**src/rtl/fft8_frame_loader.sv**
```systemverilog
// fft8_frame_loader
//   Double-buffered (ping-pong) input framer in front of the 8-point FFT core.
//   Serial signed samples are grouped into 8-sample frames in arrival order.
//   One bank fills while the other is held for the FFT.
//
// Ports
//   clk             clock; all state updates on the rising edge
//   rst             synchronous, active-high reset
//   in_data         input sample (DATA_W bits, two's complement)
//   in_valid        in_data is valid this cycle
//   in_ready        framer can accept a sample this cycle
//   frame_valid     a complete frame is presented on smp0..smp7
//   frame_ready     downstream consumes the presented frame this cycle
//   smp0..smp7      frame samples in arrival order (smp0 = first sample)
//   frame_cnt       number of frames consumed, modulo 256
//   dbg_bank_state  per-bank lifecycle state: [1:0] bank A, [3:2] bank B
//                   (0 = EMPTY, 1 = FILLING, 2 = FULL)
//
// Handshakes: a transfer happens on a rising edge where valid && ready are
// both high. ready never depends on valid in this block (both in_ready and
// frame_valid come from registered state only); valid-side data may change
// freely while ready is low and is not sampled.

module fft8_frame_loader #(
  parameter int DATA_W = 16
) (
  input  logic              clk,
  input  logic              rst,
  input  logic [DATA_W-1:0] in_data,
  input  logic              in_valid,
  output logic              in_ready,
  output logic              frame_valid,
  input  logic              frame_ready,
  output logic [DATA_W-1:0] smp0,
  output logic [DATA_W-1:0] smp1,
  output logic [DATA_W-1:0] smp2,
  output logic [DATA_W-1:0] smp3,
  output logic [DATA_W-1:0] smp4,
  output logic [DATA_W-1:0] smp5,
  output logic [DATA_W-1:0] smp6,
  output logic [DATA_W-1:0] smp7,
  output logic [7:0]        frame_cnt,
  output logic [3:0]        dbg_bank_state
);

  typedef enum logic [1:0] {
    BANK_EMPTY   = 2'd0,
    BANK_FILLING = 2'd1,
    BANK_FULL    = 2'd2
  } bank_state_e;

  // Control state
  logic [1:0] full_q,      full_nxt;
  logic       wr_bank_q,   wr_bank_nxt;
  logic       rd_bank_q,   rd_bank_nxt;
  logic [2:0] wr_idx_q,    wr_idx_nxt;
  logic [7:0] frame_cnt_q, frame_cnt_nxt;

  // Sample storage: bank_mem[bank][slot]
  logic [DATA_W-1:0] bank_mem [2][8];

  logic        accept;
  logic        consume;
  bank_state_e bank_state [2];

  // Handshake events, from registered state plus the partner's valid/ready.
  assign accept  = in_valid && !full_q[wr_bank_q];
  assign consume = frame_ready && full_q[rd_bank_q];

  // ---------------------------------------------------------------------
  // State register
  // ---------------------------------------------------------------------
  always_ff @(posedge clk) begin
    if (rst) begin
      full_q      <= 2'b00;
      wr_bank_q   <= 1'b0;
      rd_bank_q   <= 1'b0;
      wr_idx_q    <= 3'd0;
      frame_cnt_q <= 8'd0;
    end else begin
      full_q      <= full_nxt;
      wr_bank_q   <= wr_bank_nxt;
      rd_bank_q   <= rd_bank_nxt;
      wr_idx_q    <= wr_idx_nxt;
      frame_cnt_q <= frame_cnt_nxt;
    end
  end

  // ---------------------------------------------------------------------
  // Next-state logic
  // ---------------------------------------------------------------------
  // accept needs the fill bank not full and consume needs the present bank
  // full, so when both fire they always touch different banks and the two
  // updates to full_nxt never collide.
  always_comb begin
    full_nxt      = full_q;
    wr_bank_nxt   = wr_bank_q;
    rd_bank_nxt   = rd_bank_q;
    wr_idx_nxt    = wr_idx_q;
    frame_cnt_nxt = frame_cnt_q;

    if (consume) begin
      full_nxt[rd_bank_q] = 1'b0;
      rd_bank_nxt         = ~rd_bank_q;
      frame_cnt_nxt       = frame_cnt_q + 8'd1;
    end

    if (accept) begin
      wr_idx_nxt = wr_idx_q + 3'd1;
      if (wr_idx_q == 3'd7) begin
        full_nxt[wr_bank_q] = 1'b1;
        wr_bank_nxt         = ~wr_bank_q;
      end
    end
  end

  // ---------------------------------------------------------------------
  // Output logic
  // ---------------------------------------------------------------------
  always_comb begin
    in_ready    = !full_q[wr_bank_q];
    frame_valid = full_q[rd_bank_q];
    frame_cnt   = frame_cnt_q;
    smp0        = bank_mem[rd_bank_q][0];
    smp1        = bank_mem[rd_bank_q][1];
    smp2        = bank_mem[rd_bank_q][2];
    smp3        = bank_mem[rd_bank_q][3];
    smp4        = bank_mem[rd_bank_q][4];
    smp5        = bank_mem[rd_bank_q][5];
    smp6        = bank_mem[rd_bank_q][6];
    smp7        = bank_mem[rd_bank_q][7];

    // A bank is FILLING only while it is the fill target and has at least
    // one sample in it; after reset or a completed fill, wr_idx is 0.
    for (int b = 0; b < 2; b++) begin
      bank_state[b] = BANK_EMPTY;
      if (full_q[b]) begin
        bank_state[b] = BANK_FULL;
      end else if ((wr_bank_q == b[0]) && (wr_idx_q != 3'd0)) begin
        bank_state[b] = BANK_FILLING;
      end
    end
    dbg_bank_state = {bank_state[1], bank_state[0]};
  end

  // ---------------------------------------------------------------------
  // Sample storage. A FULL bank is never the write target because accept
  // is gated by the full flag of wr_bank.
  // ---------------------------------------------------------------------
  always_ff @(posedge clk) begin
    if (rst) begin
      for (int b = 0; b < 2; b++) begin
        for (int s = 0; s < 8; s++) begin
          bank_mem[b][s] <= '0;
        end
      end
    end else if (accept) begin
      bank_mem[wr_bank_q][wr_idx_q] <= in_data;
    end
  end

endmodule

```
**config.mk**
```make
export PLATFORM = sky130hd
export DESIGN_NAME = fft8_frame_loader
export DESIGN_NICKNAME = d
export VERILOG_FILES = /design/src/rtl/fft8_frame_loader.sv
export SDC_FILE = /design/constraint.sdc
export NUM_CORES = 1
export LEC_CHECK = 0
export ABC_AREA = 1
export BUFFER_PORTS_ARGS = -buffer_cell sky130_fd_sc_hd__buf_4
export CAP_MARGIN = 20
export CORE_ASPECT_RATIO = 1.75
export CORE_MARGIN = 5
export CORE_UTILIZATION = 51
export CTS_CLUSTER_DIAMETER = 30
export DETAILED_ROUTE_END_ITERATION = 16
export PLACE_DENSITY_LB_ADDON = 0.15
export SYNTH_ARGS = -nofsm -noshare
export SYNTH_HDL_FRONTEND = slang
export SYNTH_SLANG_ARGS = --single-unit
```
**constraint.sdc**
```tcl
create_clock -name clk -period 2.4 [get_ports clk]
set_clock_uncertainty 0.05 [all_clocks]
set_input_delay 0 -clock clk [delete_from_list [all_inputs] [get_ports clk]]
set_output_delay 0 -clock clk [all_outputs]
set_load 0.05 [all_outputs]
```
; Word level (Yosys, flattened, before mapping)
; Memories as Yosys holds them, arrays and structs flattened. A register that Yosys moved wholly into a read port is not among the register bits.
; Index checks and enable logic that the tools add are counted.
[op_classes]
n_bitwise = 6
magnitude_cmp = 6
n_eq_ne = 1
n_addsub = 2
n_reduce_logical = 11
n_mux = 27
[op_table]
columns = cell, n
row1 = 128-bit two-way mux, 3
row2 = 128-bit OR reduction, 1
row3 = 16-bit demux with 3-bit select, 1
row4 = 16-bit two-way mux, 1
row5 = 1-bit two-way mux, 15
row6 = 2-bit two-way mux, 5
row7 = 8-bit by 1-bit adder with 8-bit output (second input constant), 1
row8 = 1-bit logical AND, 7
row9 = 4-bit greater-or-equal comparator (second input constant), 1
row10 = 1-bit by 2-bit less-than comparator with 1-bit output (second input constant), 2
row11 = 4-bit by 1-bit less-than comparator with 1-bit output (second input constant), 1
row12 = 3-bit inverter with 4-bit output, 1
row13 = 3-bit by 1-bit adder with 3-bit output (second input constant), 1
row14 = 3-bit == test (second input constant), 1
row15 = 3-bit nonzero test, 1
row16 = 2-bit AND, 1
row17 = 1-bit demux with 1-bit select, 2
row18 = 1-bit greater-or-equal comparator (second input constant), 2
row19 = 1-bit inverter, 2
row20 = 2-bit inverter, 1
row21 = 2-bit bitwise OR, 1
row22 = 2-bit AND reduction, 1
row23 = 1-bit logical NOT, 1
[word_totals]
regBits = 15
in_bits = 20
wordCells = 59
ramBits = 256
output_inout_bits = 142
mem_count = 1
[memory_table]
columns = name, words, word_bits, read_ports, rd_ports_with_merged_regs, write_ports, line_no
row1 = bank_mem, 2, 128, 1, 1, 2, 60  ; logic [DATA_W-1:0] bank_mem [2][8];

; Depth between registers and ports, before layout
; Gate-level depths: netlist (run 1).
[depth]
word_depth = 10
mapped_depth = 9
ltp_nobuf = 8

; Worst setup path before layout (run 1)
; Ideal clock, no wire load.
[synth_timing]
kind = register to register
start = register full_q[0]
end = memory bank_mem[1][112] in the netlist's numbering, enable pin
required_ps = 1939
path_stages_with_launch = 7
arrival_ps = 2477
path_slack_ps = -538
setup_ps = 411
n_path_buf = 1
synth_period_minus_slack_ps = 2938
cell_sequence = dfxtp_1 inv_1 nand2_1 nand2_2 nand2_2 clkbuf_1 o21ai_0
[synth_rtl]
columns = element, line_no
row1 = start: declaration, 53  ; logic [1:0] full_q, full_nxt;
row2 = start signal: assignment, 81  ; full_q <= full_nxt;
row3 = end: declaration, 60

==> results.md, run 1 <==
Route:
- The post-detailed-route count of antenna-violating nets is 0.
- For this run, the detailed router's first-pass iteration total came to 5.
- The final layout contains routed wiring with a total length of around 27 mm.
- The routed layout has around 6800 vias.
- In the routed layout, each cell is associated on average with a via count of about 5.4.
- In this run, the number of DRC markers left after iteration 0 of detailed routing was ~380.
- The average detailed-routed wire length per instance is 21.6 µm.
- In the routed design, unresolved DRC markers number 0.

Min path:
- The path class of the tightest hold or removal check is in -> reg.
- In this run the most critical hold path is launched from rst.

Pwr:
- For this design the static power due to leakage is about 5.7 nW.
- The total power divided by cell area is approximately 810 mW/mm².
- IR analysis of the VDD net gives a maximum drop of 0.610 mV.
- The total power is ~11 mW.

Global route:
- The first global-routing pass estimated between 40 and 50 mm of wire.
- The number of global-route vias before repair came to 7017.
- The residual overflow from global routing is 0.
- The initial antenna violation count is 0.
- Entering global routing, the biggest net connects between 40 and 50 pins.
- In the global route stage, overall resource usage came out at 0.221.

Timing:
- The slew at the pin with the worst max-slew slack is about 790 ps.
- The max-slew violation count is 0.
- Setup repair after global routing left no endpoint under its margin.
- The worst path meets setup with 159 ps of slack.
- The shortest period the worst path allows is between 2000 and 2500 ps.
- The hold violation total from the final report is 0.
- The total setup violations reported at the end of the flow is 0.
- The highest clock frequency the design can meet is around 450 MHz.
- In this run the tightest slew margin relative to its limit is 0.470.
- The final critical-path share of the clock period is 0.934.

Setup path:
- The termination of the worst setup path is smp3[14].
- The master of the slowest instance on the critical path is sky130_fd_sc_hd__dfxtp_4.
- The kind of capture point of the worst setup path is an output port.
- The setup slack of the most critical reg-to-reg path is approximately 190 ps.
- For the worst setup path, the data arrival time is between 2000 and 2500 ps.
- The worst setup path is launched from a flop.
- The required time at the endpoint of the critical path is approximately 2400 ps.
- The delay of the slowest cell on the worst path is between 600 and 700 ps.
- Along the worst path, the maximum fanout reaches between 40 and 50.
- The beginning of the worst register-to-register path is rd_bank_q$_SDFFE_PP0N_.
- The critical path goes through buf_12 > mux2_2 > buf_4.
- The critical path class is reg -> out.
- The number of cells on the worst reg-to-reg path is 7.

Cells and area:
- The number of fillers in the final layout is 1579.
- Summing all multi-input logic gate instances after layout gives 0.00263 mm².
- The leading cell type in the layout, fill and taps excluded is sky130_fd_sc_hd__edfxtp_1.
- Of the cells placed in the final design, the portion with a size suffix greater than 1 is 0.388.
- The number of antenna diodes in the final layout is 0.
- The total number of nets in the final design is approximately 1000.
- In the final layout, flip-flops and latches occupy about 0.008 mm².
- The layout-stage area growth over the synthesis result is 27.5%.
- The post-route non-filler standard cell count is around 1300.
- The final core area utilization is 0.655.
- The library cells used most frequently in the layout, excluding fill and tap cells, are sky130_fd_sc_hd__edfxtp_1, sky130_fd_sc_hd__buf_4, sky130_fd_sc_hd__nor2_1, sky130_fd_sc_hd__mux2_2, sky130_fd_sc_hd__nand2_1.

CTS:
- The depth of the CTS H-tree is 1.
- The count of clock tree sinks is roughly 270.
- The buffer type at the clock tree root is sky130_fd_sc_hd__clkbuf_16.
- The clock-pin slew on the worst setup and hold paths is ~70 ps.
- Clock tree synthesis inserted a total of 31 buffers.
- Post-CTS repair changed the size of 0 cells.
- The later pin in the worst-skew pair is clocked with a latency of ~560 ps.
- TritonCTS built the clock tree.
- The setup fix buffers added after clock tree synthesis is 0.
- Counting along the longest clock path gives a buffer depth of 3.
- The number of hold buffers added after cts is 20.

Floorplanning:
- In this run the vertical extent of the chip is between 200 and 250 µm.
- The region available for standard cell placement spans ~0.021 mm².
- The total number of placement rows is 71.
- The chip width is approximately 120 µm.
- For this configuration, the core starts out at a cell density of 0.514.
- During I/O placement, the number of pins put on the boundary was 162.
- The floorplan die area is about 0.025 mm².

Synth:
- Of the post-synthesis cell area, the dominant cell type holds 0.702.
- For this run, the number of Yosys warnings is 0.
- The number of distinct library cell variants in the gate-level netlist after synthesis is 17.
- Counting flops and latches in the post-synthesis netlist gives around 270.
- The average size of a mapped cell is between 10 and 15 µm².
- Of the synthesized area, sequential elements account for 0.731.
- Synthesis handed over a netlist of between 700 and 800 instances.
- Of all cell types, the one taking the most synthesized area is sky130_fd_sc_hd__edfxtp_1.
- After synthesis the cells add up to between 0.01 and 0.015 mm².
- Sorting the synthesized cells by area gives the leading types as sky130_fd_sc_hd__edfxtp_1, sky130_fd_sc_hd__mux2_2, sky130_fd_sc_hd__nor2_1, sky130_fd_sc_hd__dfxtp_1, sky130_fd_sc_hd__nand2_1.
- The synthesized netlist net count is between 700 and 800.

Placed design:
- The global placement routability congestion is a little over 0.9.
- The number of placed cells counting well taps is 1182.
- In this run the tool buffered the top-level ports with between 150 and 200 buffer cells.
- The half-perimeter wire length after detailed placement is 18.8 mm.
- Timing analysis after detailed placement gives a worst setup slack of between 300 and 400 ps.

Run:
- Across the run, the number of max-cap violations was 0.

Status:
- The flow ran to the end, and the final reports show no timing, DRC or antenna violations.
[registers in the layout, indices dropped and copies added (netlist names), named ones only]
name and flops:
wr_idx_q 3, wr_bank_q 1, frame_cnt 8, rd_bank_q 1
bank_mem 256, full_q 2
[through the flow]
step	TNS (ps)	hold WS (ps)	cell area, µm²
2_1_floorplan	-27380	178	11000
5_1_grt	0	240	14000
3_3_place_gp	0	225	12700
3_5_place_dp	0	227	12700
6_report	0	214	14000
4_1_cts	0	192	14000
[where the power goes]
part | total, mW | switching, mW | internal [mW]
combinational | 1.11 | 0.785 | 0.326
sequential | 5.49 | 0.0598 | 5.43
clock | 4.72 | 2.04 | 2.68
total | 11.3 | 2.88 | 8.44
[how the worst min path moves through the flow]
| stage | end | cells past startpoint | slack [ps] |
|---|---|---|---|
| after floorplan | bank_mem[1][112]$_SDFFCE_PN0P_ | 2 | 180 |
| after global placement | flop | 2 | 230 |
| after detailed placement | flop | 2 | 230 |
| after CTS | wr_bank_q$_SDFFE_PP0P_ | 3 | 190 |
| after global routing | wr_bank_q$_SDFFE_PP0P_ | 3 | 240 |
| final | rd_bank_q$_SDFFE_PP0N_ | 3 | 210 |
[cells by family after synthesis]
family	after synthesis	synth area share
flip-flops	272	0.731
buffers and inverters	84	0.0305
adder cells (fa/ha/maj)	4	0.00457
AND/OR/NAND/NOR	249	0.0901
multiplexers	128	0.132
AO/OA/AOI/OAI	27	0.0123
[critical path, delay by kind of cell (launching register included)]
family / cells / cell delay (ps)
flip-flops: 1 / 660
buffers and inverters: 2 / 520
multiplexers: 1 / 410
[Yosys cell counts, drive strengths merged]
cell	instances
clkbuf	19
nor3	2
mux2	128
ha	4
nand3	7
a21oi	11
nand4	2
dfxtp	16
nand2	70
o21ai	16
inv	55
edfxtp	256
nor2	168
buf	10
[final cells by class]
| cell class | count | area share |
|---|---|---|
| Inverter | 55 | 0.0148 |
| Clock buffer | 32 | 0.0558 |
| Sequential cell | 272 | 0.573 |
| Multi-Input combinational cell | 408 | 0.188 |
| Tap cell | 255 | 0.0228 |
| Clock inverter | 26 | 0.0197 |
| Timing Repair Buffer | 212 | 0.126 |
[routing by layer]
| metal | track usage | share of wire | vias to the layer above | routed length [µm] |
|---|---|---|---|---|
| met2 | 0.423 | 0.57 | 233 | 15400 |
| met3 | 0.0316 | 0.050 | 71 | 1370 |
| met4 | 0.0851 | 0.040 | 0 | 1090 |
| met1 | 0.245 | 0.34 | 3348 | 9370 |
| met5 | 0 | 0 | - | 0 |
| li1 | - | - | 3120 | - |
(Power assumes the default switching activity.)
==> run 2: changes to the inputs <==
--- a/config.mk
+++ b/config.mk
@@ -5,12 +5,11 @@
 export SDC_FILE = /design/constraint.sdc
 export NUM_CORES = 1
 export LEC_CHECK = 0
-export ABC_AREA = 1
 export BUFFER_PORTS_ARGS = -buffer_cell sky130_fd_sc_hd__buf_4
 export CAP_MARGIN = 20
 export CORE_ASPECT_RATIO = 1.75
 export CORE_MARGIN = 5
-export CORE_UTILIZATION = 51
+export CORE_UTILIZATION = 52
 export CTS_CLUSTER_DIAMETER = 30
 export DETAILED_ROUTE_END_ITERATION = 16
 export PLACE_DENSITY_LB_ADDON = 0.15
==> run 2 against run 1 <==
  * Non-clock buffer count did not move
  * Maximum frequency rose by 0.91%
  * Sequential power barely moved
  * Register-to-register slack improved by 70 ps
  * Synthesized cell count fell by 6.4%
  * Sequential share of layout area fell by 1.6 points
  * Clock power rose by 2%
==> results.md, run 2 <==
Status:
- The flow ran to the end, and the final reports show no timing, DRC or antenna violations.

Setup path:
- The critical path class is reg -> out.
- The reg-to-reg critical path endpoint is bank_mem[0][38]$_SDFFCE_PN0P_.
- In this design, the stage delay of the slowest critical-path cell is around 500 ps.
- The required time at the endpoint of the critical path is approximately 2400 ps.
- The startpoint identified for the worst register-to-register timing path is wr_bank_q$_SDFFE_PP0P_.
- The number of cells on the worst reg-to-reg path is 4.
- At the worst endpoint, the arrival time is 2170 ps.
- The kind of capture point of the worst setup path is an output port.
- The critical path contains buffers and inverters numbering 2 combined.
- The gate family responsible for the most delay along the worst path is buffers and inverters.
- The type of origin of the critical path is a flop.
- The setup check on the worst reg-to-reg path leaves a slack of ~260 ps.
- The maximum fanout along the worst path is 128.
- On the critical path, the stage with the largest delay is an instance of sky130_fd_sc_hd__buf_12.
- The signal on the critical path passes through buf_12 > mux2_2 > buf_4.

Min path:
- The start point of the worst min-delay path is rst.
- The worst hold path was traced through 3 stages.
- The class of the most critical hold timing path is in -> reg.
- The worst hold endpoint is frame_cnt[4]$_SDFFE_PP0N_.

Placed design:
- The half-perimeter wire length after detailed placement is 19.2 mm.
- The number of buffers added on ports is between 150 and 200.
- At the placement stage, the worst setup path has a slack of between 200 and 250 ps.
- The congestion estimate from routability-driven global placement came to around 0.85.

Synth:
- After synthesis, the cell types taking the most area are sky130_fd_sc_hd__edfxtp_1, sky130_fd_sc_hd__mux2_2, sky130_fd_sc_hd__and2_1, sky130_fd_sc_hd__dfxtp_1, sky130_fd_sc_hd__nor2_1.
- sky130_fd_sc_hd__edfxtp_1 takes more of the synthesized area than any other cell.
- After synthesis, the share of flip-flops with an asynchronous set or reset is 0.
- The number of flops mapped to enable cells by yosys is 256.
- Ranked by instance count, the synthesized netlist is headed by sky130_fd_sc_hd__edfxtp_1, sky130_fd_sc_hd__mux2_2, sky130_fd_sc_hd__and2_1, sky130_fd_sc_hd__nor2_1, sky130_fd_sc_hd__clkbuf_1.
- The top flip-flop cell by instance count after synthesis is sky130_fd_sc_hd__edfxtp_1.
- The share of synthesized area in the top cell type comes to 0.683.
- sky130_fd_sc_hd__edfxtp_1 is the most common cell in the netlist.
- Synthesis inferred approximately 270 register bits.
- The cell area that synthesis handed to floorplanning was ~0.011 mm².
- The synthesized netlist net count is 739.
- The average instance in the mapped netlist occupies 15.7 µm².
- Synthesis handed over a netlist of between 700 and 800 instances.
- The share of the Yosys chip area taken by registers is 0.711.
- Yosys printed 0 warnings.
- The number of distinct library cell variants in the gate-level netlist after synthesis is 37.

Timing:
- Headroom to the max-slew limit came out at 0.500.
- Setup repair after global routing left no endpoint under its margin.
- The total setup violations reported at the end of the flow is 0.
- The max-slew violation count was 0.
- The hold violation total from the final report is 0.
- The slew at the pin with the worst max-slew slack is 750 ps.
- Subtracting the final worst setup slack from the clock period gives 2220 ps.
- The final critical-path share of the clock period is 0.925.
- The worst path meets setup with roughly 180 ps of slack.
- The sum of negative setup slack is 0 ps.
- For this run, the top clock speed supported by timing is 450 MHz.

Cells and area:
- Leaving out fill and tap cells, the most frequent cell in the layout is sky130_fd_sc_hd__edfxtp_1.
- The number of fillers in the final layout is 1501.
- The number of flip-flops in the largest register is 256.
- In the layout the commonest cells are sky130_fd_sc_hd__edfxtp_1, sky130_fd_sc_hd__buf_4, sky130_fd_sc_hd__mux2_2, sky130_fd_sc_hd__and2_1, sky130_fd_sc_hd__nor2_1.
- bank_mem holds more flip-flops than any other register.
- The number of antenna repair diodes is 0.
- For this run, the post-layout net count is between 900 and 1000.
- The total area of multi-input combinational cells is ~0.0032 mm².
- The sequential cell area in the final layout is 0.00802 mm².
- The layout-stage area growth over the synthesis result is 27.7%.
- The fraction of final layout cells sized beyond drive strength 1 is 0.418.

Floorplanning:
- The total number of placement rows is 71.
- The die covers between 0.02 and 0.025 mm².
- The die is roughly 200 µm tall.
- For this configuration, the core starts out at a cell density of 0.526.
- The chip width is between 100 and 150 µm.
- The core region is around 0.021 mm².
- 162 I/O pins were placed.

Pwr:
- For this design the static power due to leakage is approximately 5.6 nW.
- The total power is ~11 mW.
- For this design the ratio of total power to cell area is about 790 mW/mm².
- The worst voltage drop across the vdd grid is between 0.6 and 0.7 mV.

Global route:
- In the global route stage, met2 resource usage came out at 0.439.
- The busiest layer in global routing is met2.
- In the global route stage, overall resource usage came out at 0.227.
- The routing usage on met1 is 0.257.
- The initial antenna violation count is 0.
- For this run the aggregate overflow at the end of global routing stands at 0.
- The maximum number of pins on one net before global-route repair is 129.
- The number of global-route vias before repair is about 7000.
- For met3 alone, demand over resource in global routing was 0.0290.
- The global-route wire length before repair is between 40 and 50 mm.

Route:
- The total number of vias is approximately 6600.
- The DRC violation count after routing is 0.
- Wires add up to 27.9 mm.
- The count of nets left with antenna violations once routing finished came out at 0.
- The average detailed-routed wire length per instance is roughly 22 µm.
- For this block, the initial DRC count from the detailed router was ~460.
- Dividing the detail-routed via count by the number of cells gives ~5.3.
- The count of TritonRoute iterations in the first routing pass is 4.

CTS:
- The clock passes through at most 3 buffers.
- The number of setup buffers added after CTS is 0.
- In this run the number of H-tree levels came out at 1.
- The CTS tree is yes.
- Buffers inserted during clock tree synthesis total 31.
- Clock tree synthesis selected as its root buffer the cell sky130_fd_sc_hd__clkbuf_16.
- The count of clock tree sinks is 272.
- The total of cells resized after clock tree synthesis is 0.
- The number of hold buffers added after cts is 20.
- For the worst-skew pair, the clock arrives at the later sink with an insertion delay of 560 ps.
- Clock-pin slew was measured on the worst setup and hold paths at 60 ps.

Run:
- Across the run, the number of max-cap violations was 0.
==> run 2: changes by cell type after synthesis, sizes merged, moves of 5 or more <==
| cell | delta |
|---|---|
| and2 | +112 |
| clkbuf | +5 |
| inv | -47 |
| nand2 | -50 |
| nor2 | -116 |
| nor3 | +9 |
| o31ai | +7 |
| or3 | +5 |
==> run 2: where the power goes <==
group	switching, mW	total [mW]	internal [mW]
Sequential	0.0613	5.47	5.41
Combinational	0.723	1.03	0.310
Clock	2.02	4.81	2.78
==> run 2: worst max path at each step <==
stage | slack [ps] | endpoint | startpoint | depth (start not counted)
after CTS | 190 | smp0[11] | flop | 3
after detailed placement | 250 | bank_mem[0][62]$_SDFFCE_PN0P_ | wr_bank_q$_SDFFE_PP0P_ | 4
final | 180 | smp7[1] | flop | 3
after floorplan | -500 | bank_mem[1][0]$_DFFE_PP_ | wr_idx_q[0]$_SDFFE_PP0N_ | 4
after global routing | 140 | smp0[11] | flop | 3
after global placement | 280 | bank_mem[0][62]$_SDFFCE_PN0P_ | wr_bank_q$_SDFFE_PP0P_ | 4
==> run 2: worst min-delay path, cell delays in order <==
cell	delay, ps
sky130_fd_sc_hd__dlygate4sd3_1	530
sky130_fd_sc_hd__buf_4	230
sky130_fd_sc_hd__a21oi_1	60
==> run 2: layout make-up <==
type / count / area share
Clock inverter: 24 / 0.0202
Tap cell: 292 / 0.0254
Inverter: 8 / 0.00209
Timing Repair Buffer: 212 / 0.120
Clock buffer: 33 / 0.0545
Multi-Input combinational cell: 399 / 0.220
Sequential cell: 272 / 0.558
==> run 2: cells by family after synthesis <==
group | share of synthesized area
AO/OA/AOI/OAI | 0.0229
adder cells (fa/ha/maj) | 0.00445
buffers and inverters | 0.0180
flip-flops | 0.711
multiplexers | 0.131
AND/OR/NAND/NOR | 0.113
==> run 2: per-layer routing <==
metal	up-vias	wire (µm)
met5	-	0
met4	0	673
met3	39	1450
met2	218	16000
met1	3322	9780
li1	3052	-
==> run 2: through the flow <==
stage,cell area [µm²],hold slack (ps),instances,utilization
final,14400,264,1240,0.671
after global routing,14400,288,1240,0.671
after CTS,14400,232,1240,0.671
after detailed placement,13100,280,1163,0.612
after global placement,13100,262,1163,0.612
after floorplan,11400,110,715,-
